File: config.mk
export PLATFORM = sky130hd
export DESIGN_NAME = seg_display_writer
export DESIGN_NICKNAME = d
export VERILOG_FILES = /design/src/rtl/seg_display_writer.sv
export SDC_FILE = /design/constraint.sdc
export NUM_CORES = 1
export LEC_CHECK = 0
export BUFFER_PORTS_ARGS = -buffer_cell sky130_fd_sc_hd__buf_2
export CAP_MARGIN = 20
export CORE_ASPECT_RATIO = 0.6
export CORE_MARGIN = 3
export CORE_UTILIZATION = 50
export DETAILED_ROUTE_END_ITERATION = 8
export PLACE_DENSITY = 0.76
export SLEW_MARGIN = 20
export SYNTH_ARGS = -nofsm -noshare
export SYNTH_HDL_FRONTEND = slang
export SYNTH_SLANG_ARGS = --single-unit
File: constraint.sdc
create_clock -name clk -period 5.65 [get_ports clk]
set_input_delay 0.565 -clock clk [delete_from_list [all_inputs] [get_ports clk]]
set_output_delay 0.565 -clock clk [all_outputs]
set_load 0.03 [all_outputs]
File: src/rtl/seg_display_writer.sv
`default_nettype none
// ============================================================================
// Module   : seg_display_writer
// Purpose  : Converts a 24-bit value (hex or double-dabble decimal) to
//            seven-segment codes and writes them to the display registers.
// Revision : 1.0 - initial release
// ============================================================================
module seg_display_writer #(
    parameter logic [31:0] BASE_ADDR = 32'h0000_0010
) (
    input  logic        clk,
    input  logic        res,
    input  logic        start,
    input  logic [23:0] value,
    input  logic        mode,
    input  logic        blank_lz,
    input  logic [5:0]  dp,
    output logic        ready,
    output logic        bus_we,
    output logic [31:0] bus_addr,
    output logic [31:0] bus_data,
    output logic        done,
    output logic        ovf
);

    localparam logic [1:0]  c_st_idle  = 2'd0;
    localparam logic [1:0]  c_st_conv  = 2'd1;
    localparam logic [1:0]  c_st_write = 2'd2;
    localparam logic [23:0] c_dec_max  = 24'd999999;
    localparam logic [4:0]  c_conv_last = 5'd19;
    localparam logic [2:0]  c_last_digit = 3'd5;

    logic [1:0]  r_state;
    logic [23:0] r_value;
    logic        r_mode;
    logic        r_blank_lz;
    logic [5:0]  r_dp;
    logic        r_ovf_flag;
    logic [23:0] r_bcd;
    logic [19:0] r_bin;
    logic [4:0]  r_cnt;
    logic [2:0]  r_idx;
    logic        r_done;
    logic        r_ovf;

    logic [23:0] w_adj;
    logic [23:0] w_src;
    logic [5:0]  w_nz;
    logic [6:0]  w_tail_nz;
    logic [3:0]  w_digit;
    logic        w_blank;
    logic [7:0]  w_code;

    function automatic logic [7:0] seg7(input logic [3:0] d);
        case (d)
            4'h0: seg7 = 8'h3F;
            4'h1: seg7 = 8'h06;
            4'h2: seg7 = 8'h5B;
            4'h3: seg7 = 8'h4F;
            4'h4: seg7 = 8'h66;
            4'h5: seg7 = 8'h6D;
            4'h6: seg7 = 8'h7D;
            4'h7: seg7 = 8'h07;
            4'h8: seg7 = 8'h7F;
            4'h9: seg7 = 8'h6F;
            4'hA: seg7 = 8'h77;
            4'hB: seg7 = 8'h7C;
            4'hC: seg7 = 8'h39;
            4'hD: seg7 = 8'h5E;
            4'hE: seg7 = 8'h79;
            default: seg7 = 8'h71;
        endcase
    endfunction

    assign w_src = r_mode ? r_bcd : r_value;

    genvar gi;
    generate
        for (gi = 0; gi < 6; gi++) begin : g_digit
            assign w_adj[4*gi +: 4] = (r_bcd[4*gi +: 4] >= 4'd5) ?
                                      r_bcd[4*gi +: 4] + 4'd3 : r_bcd[4*gi +: 4];
            assign w_nz[gi] = |w_src[4*gi +: 4];
            // w_tail_nz[i]: some digit at position i or above is non-zero
            assign w_tail_nz[gi] = w_nz[gi] | w_tail_nz[gi+1];
        end
    endgenerate
    assign w_tail_nz[6] = 1'b0;

    assign w_digit = w_src[{r_idx, 2'b00} +: 4];
    assign w_blank = r_blank_lz && !w_tail_nz[r_idx] && (r_idx != 3'd0);
    assign w_code  = r_ovf_flag ? 8'h40 :
                     ((w_blank ? 8'h00 : seg7(w_digit)) | {r_dp[r_idx], 7'd0});

    assign ready    = (r_state == c_st_idle);
    assign bus_we   = (r_state == c_st_write);
    assign bus_addr = bus_we ? BASE_ADDR + {27'd0, r_idx, 2'b00} : 32'd0;
    assign bus_data = bus_we ? {24'd0, w_code} : 32'd0;
    assign done     = r_done;
    assign ovf      = r_ovf;

    always_ff @(posedge clk) begin
        if (res) begin
            r_state    <= c_st_idle;
            r_value    <= 24'd0;
            r_mode     <= 1'b0;
            r_blank_lz <= 1'b0;
            r_dp       <= 6'd0;
            r_ovf_flag <= 1'b0;
            r_bcd      <= 24'd0;
            r_bin      <= 20'd0;
            r_cnt      <= 5'd0;
            r_idx      <= 3'd0;
            r_done     <= 1'b0;
            r_ovf      <= 1'b0;
        end else begin
            r_done <= 1'b0;
            r_ovf  <= 1'b0;
            case (r_state)
                c_st_idle: begin
                    if (start) begin
                        r_value    <= value;
                        r_mode     <= mode;
                        r_blank_lz <= blank_lz;
                        r_dp       <= dp;
                        r_bcd      <= 24'd0;
                        r_bin      <= value[19:0];
                        r_cnt      <= 5'd0;
                        r_idx      <= 3'd0;
                        r_ovf_flag <= mode && (value > c_dec_max);
                        r_state    <= (mode && (value <= c_dec_max)) ?
                                      c_st_conv : c_st_write;
                    end
                end
                c_st_conv: begin
                    r_bcd <= {w_adj[22:0], r_bin[19]};
                    r_bin <= {r_bin[18:0], 1'b0};
                    r_cnt <= r_cnt + 5'd1;
                    if (r_cnt == c_conv_last) begin
                        r_state <= c_st_write;
                    end
                end
                c_st_write: begin
                    r_idx <= r_idx + 3'd1;
                    if (r_idx == c_last_digit) begin
                        r_state <= c_st_idle;
                        r_done  <= 1'b1;
                        r_ovf   <= r_ovf_flag;
                    end
                end
                default: r_state <= c_st_idle;
            endcase
        end
    end

endmodule
`default_nettype wire

Word-level counts from Yosys, hierarchy flattened:

Memory sizes are Yosys's and may differ from the RTL's.
Cells that the tools add are included.

* register bits: 89
* memories kept: 1
* bits in read-only memories: 112
* output and inout port bits: 68
* word-level logic and storage cells: 97
* input port bits: 35

* reductions and logical operators: 21
* bitwise operators: 8
* shift operators: 1
* mux-type cells: 29
* order comparisons: 9
* add/sub/neg operators: 9
* eq/ne operators: 7

Memory list
* (name not given): depth 16, width 7, rd ports 1, clocked after Yosys merged registers in 0, write ports 0, line 55 `case (d)`

Operators by type and width (count)
* 24-bit two-way mux: 2
* 24-bit one-hot mux with 2 select lines: 1
* 20-bit one-hot mux with 2 select lines: 1
* 4-bit by 3-bit greater-or-equal comparator with 1-bit output, second input constant: 6
* 24-bit by 20-bit > comparator with 1-bit output, second input constant: 1
* 24-bit by 20-bit <= comparator with 1-bit output, second input constant: 1
* 8-bit two-way mux: 3
* 4-bit OR reduction: 6
* 24-bit by 6-bit indexed part select with 4-bit output: 1
* 4-bit by 2-bit adder with 4-bit output, second input constant: 5
* 20-bit two-way mux: 1
* 4-bit two-way mux: 5
* 5-bit one-hot mux with 2 select lines: 1
* 2-bit two-way mux: 4
* 8-bit OR: 1
* 5-bit by 5-bit adder with 6-bit output, first input constant: 1
* 1-bit binary-select mux with 3-bit select: 2
* 3-bit two-way mux: 2
* 6-bit two-way mux: 1
* 2-bit one-hot mux with 3 select lines: 1
* 3-bit one-hot mux with 2 select lines: 1
* 2-bit AND reduction: 3
* 5-bit by 1-bit adder with 5-bit output, second input constant: 1
* 5-bit equality test, second input constant: 1
* other kinds (20): 32

Longest topological paths before layout:

* depth in word-level cells: 16
* mapped depth: 12

Least setup slack after synthesis:

No wires, ideal clock.

* path kind: flip-flop to output port
* from: register r_idx[0]
* to: output port bus_data[5]
* stages on the path, launching flop included: 11
* setup slack: 2339 ps
* arrival: 2746 ps
* path buffers: 2
* cell sequence: dfxtp_1 -> buf_6 -> buf_4 -> mux4_2 -> nand3_1 -> and3_1 -> inv_1 -> ha_1 -> nand2_1 -> o21ai_0 -> a221oi_1

* longest elaborated chain between the ends: 9
* elaborated cells on any way between the ends: 12
* classes of those cells: shift (1); mux (5); bitwise (1); reduce/logical (4); memory (1)

Ends and longest elaborated chain
* from (decl): line 42 `logic [2:0] r_idx;`
* from (signal assigned): line 143 `r_idx <= r_idx + 3'd1;`
* parallel branches: the longest is 5 deep, another holds memory 16 x 7 bit
* 8-bit two-way mux *: line 92 `((w_blank ? 8'h00 : seg7(w_digit)) | {r_dp[r_idx], 7'd0});`
* 8-bit OR *: line 92
* 8-bit two-way mux *: line 91 `assign w_code = r_ovf_flag ? 8'h40 :`
* 8-bit two-way mux *: line 97 `assign bus_data = bus_we ? {24'd0, w_code} : 32'd0;`
* to (decl): line 21 `output logic [31:0] bus_data,`

Mark *: on every way between the ends. The select of a mux whose other input is x is not followed.

Worst setup path in the final report:

* from: register r_mode
* to: output port bus_data[3]

* longest elaborated chain between the ends: 16
* elaborated cells on any way between the ends: 23
* classes of those cells: shift (1); mux (6); bitwise (6); reduce/logical (9); memory (1)

Ends and longest elaborated chain
* from (decl): line 35 `logic r_mode;`
* from (signal assigned): line 122 `r_mode <= mode;`
* 24-bit two-way mux *: line 75 `assign w_src = r_mode ? r_bcd : r_value;`
* 4-bit OR reduction: line 82 `assign w_nz[gi] = |w_src[4*gi +: 4];`
* 1-bit OR (5 in series): line 84 `assign w_tail_nz[gi] = w_nz[gi] | w_tail_nz[gi+1];`
* 1-bit binary-select mux with 3-bit select: line 90 `assign w_blank = r_blank_lz && !w_tail_nz[r_idx] && (r_idx != 3'd0);`
* 1-bit two-way mux (implied by the code): line 90
* 1-bit logical NOT: line 90
* 1-bit logical AND (2 in series): line 90
* 8-bit two-way mux *: line 92
* 8-bit OR *: line 92
* 8-bit two-way mux *: line 91
* 8-bit two-way mux *: line 97

Mark *: on every way between the ends. The rest lies on a longest branch, timed or not. The select of a mux whose other input is x is not followed.

==> impl_results.md <==
- Worst VDD drop: 0.1558 mV
- Crit path cell chain: mux4_2 -> mux2i_1 -> o21ai_0 -> inv_1 -> ha_1 -> inv_1 -> mux2i_1 -> mux2i_1 -> nor2_1 -> buf_2
- Critical path's top delay family: flip-flops
- WL/cell: 16.27 um
- Worst path most repeated cell: mux2i_1
- Total of max-cap violations: 0
- Fin util: between 50 and 60%
- R2r endpoint: r_bcd[15]
- Synthesized cell area: 5149 um2
- Top-area cell type share of the netlist area: 34.61%
- DR vias: 4,609
- Buf/Inv on CP: 3
- Final period utilization: ~72%
- Top cells by area, synth: dfxtp_1 35%, nand2_1 10%, buf_4 7.9%
- Hold-fix buffers, CTS: 0
- Root Driver: clkbuf_16
- DR vias/cell: 5.607
- R2R depth: 6
- Total CTS buffers: 9
- Fin. Hold Viols: 0
- Hold crit path type: reg2reg
- Clock latency on the worst-skew pair: 0.34 ns
- Most frequent cells after synthesis: 142 x nand2_1, 89 x dfxtp_1, 71 x a21oi_1
- Post-CTS Resized: 0
- Startpoint types: flop
- Largest net degree at the start of global routing: 90
- Clock slew seen by the registers of the worst setup and hold paths: 0.06 ns
- Final wirelength: 13,370 um
- IO Pins: around 100
- Crit path to: bus_data[3]
- Routed Antenna Nets: 0
- Die ar.: between 10,000 and 15,000 um2
- Least-Margin Pin Slew: 1.018 ns
- RR Startpoint: r_state[0]
- First-pass GRT wire length: 22,000 um
- Final setup violating endpoints: 0
- Crit path launch: r_mode
- Die Y: about 85 um
- Crit Path Class: reg2out
- Worst rel slew slack: 32.05%
- Initial core utilization: 51.75%
- Yosys warnings: 0
- R2R setup slack: roughly 3.3 ns
- # port buffers: 50
- Status: completed
- Initial DRC Count: 434
- Placer Congestion: 0.9067
- Lkg Pwr: ~2.1 nW
- PD cells: 271.3 nW/um2
- Slowest CP cell: dfxtp_1
- Critical path capture point type: primary output
- Max Clk Rate: 244.3 MHz
- Crit path arrival time: about 3.5 ns
- RSZ-0062 raised after global routing: no
- Clock sink total: between 80 and 90
- Dominant synthesized flop cell: dfxtp_1
- CTS Buffer Depth: 2
- Drt first pass iters: 4
- Final worst hold slack: 0.4538 ns
- GR Overflow Total: 0
- Ys async rst share: 0%
- Skew final: between 0.004 and 0.005 ns
- Syn_area_per_cell: 7.849 um2
- Post-synth EDFFs: 0
- FF+latch count, synth: slightly below 90
- Row count: 28
- Core Box Area: 9950 um2
- Final critical-path required period: 4.094 ns
- Area growth syn-to-layout: 7.193%
- Diode count: 0
- Slew Viols, Final: 0
- DR DRC count: 0
- Vias in the first global route: 4,237
- Postcts setup bufs: 0
- Worst path depth: 10
- Share of layout cells above drive strength 1: about 14%
- Sequential share of the synthesized area: approximately a third
- Die W: roughly 140 um
- Area leader, netlist: dfxtp_1
- HPWL after detailed placement: 9593 um
- Initial antenna violation count: 0
- Design Area, Final: 5519 um2
- Global-route usage over all layers: 23.63%
- Post-synth cell types: 52
- Final Total Pwr: 1.497 mW
- CTS tree: built
- Worst hold stages: 2
- Nets@finish: 739
- Critical path peak fanout: 26
- H-tree Lvls: 3
- Post-Syn Instances: ~660
- Setup TNS: 0 ns
- Max incr delay on CP: 0.99 ns
- Post-DP Area: roughly 5200 um2
- Critical Path RT: 5.09 ns
- Cell with the most instances after synthesis: nand2_1
[placed cells by master, fill, tap and decap left out, types with 2 or more instances in the layout]
cell type  Yosys  routed
nand4_1        4       4
o21ai_0       22      22
nand3_1       29      29
and3_1         2       2
nor3_1        17      17
a21oi_1       71      71
buf_2          2      50
dfxtp_1       89      89
o31ai_1        2       2
nor2_1        25      25
buf_4         54       4
nor4_1         9       9
nor2b_1        4       3
mux2i_1        8       8
a22oi_1        5       5
a221oi_1       2       2
or2_2          3       3
conb_1         1      52
mux4_2        11      11
mux2_2         4       4
a211oi_1       2       2
clkinv_4       0       2
clkbuf_16      0       9
nand2_1      142     141
xor2_1         5       5
a31oi_1       26      26
ha_1          22      22
nand2b_1       8       8
xnor2_1        6       6
inv_1         23      23
nor2_2         2       2
a21oi_2        2       2
[layer usage]
metal  GRT usage, %  up-vias  part of all wire, %
met5              0        -                    0
li1               -     2211                    -
met1          36.22     2229                   50
met3          5.150       12                  6.8
met4          3.170        0                 0.65
met2          34.77      157                   43
[registers in the layout, indices dropped and copies added (netlist names)]
| name | flops |
|---|---|
| r_ovf_flag | 1 |
| done | 1 |
| r_bin | 20 |
| r_blank_lz | 1 |
| r_mode | 1 |
| r_bcd | 24 |
| r_idx | 3 |
| ovf | 1 |
| r_state | 2 |
| r_value | 24 |
| r_dp | 6 |
| r_cnt | 5 |
[final cells by class]
| type | count | area (um2) |
|---|---|---|
| multi-input combinational | 504 | 2917 |
| clock inverter | 5 | 38.79 |
| timing repair buffer | 54 | 280.3 |
| fill | 941 | 4431 |
| tap | 135 | 168.9 |
| sequential | 89 | 1782 |
| inverter | 24 | 90.09 |
| clock buffer | 11 | 242.7 |
[cells by family after synthesis]
kind of cell | synth area share [%]
other cells | 0.07283
xor+xnor | 1.871
flops | 34.61
buf+inv | 12.59
simple gates | 21.58
mux | 7.242
fa+ha+maj | 5.346
compound gates | 16.70
[where the power goes]
part	internal [mW]	switching, mW
registers	0.653	0.0310
clock network	0.313	0.254
logic	0.0743	0.173
total	1.04	0.457
[worst min-delay path by stage]
stage | start | endpoint
after floorplan | r_bin[19] | r_bcd[0]
final | r_bin[19] | r_bcd[0]
after global placement | r_dp[5] | r_dp[5]
after CTS | r_bin[19] | r_bcd[0]
after detailed placement | r_bin[19] | r_bcd[0]
after global routing | blank_lz | r_blank_lz
[through the flow]
| stage | std cells | worst slack [ns] |
|---|---|---|
| 2_1_floorplan | 707 | 2.339 |
| 3_3_place_gp | 806 | 2.100 |
| 3_5_place_dp | 806 | 1.953 |
| 4_1_cts | 822 | 1.582 |
| 5_1_grt | 822 | 1.185 |
| 6_report | 822 | 1.556 |
[tightest hold or removal path: cells and delay by family (launching register included)]
kind | cells | cell delay, ns
AOI/OAI and AO/OA | 1 | 0.05
DFF | 1 | 0.31
and+or+nand+nor | 1 | 0.05
Note: power is estimated with default switching activity, not from simulation.
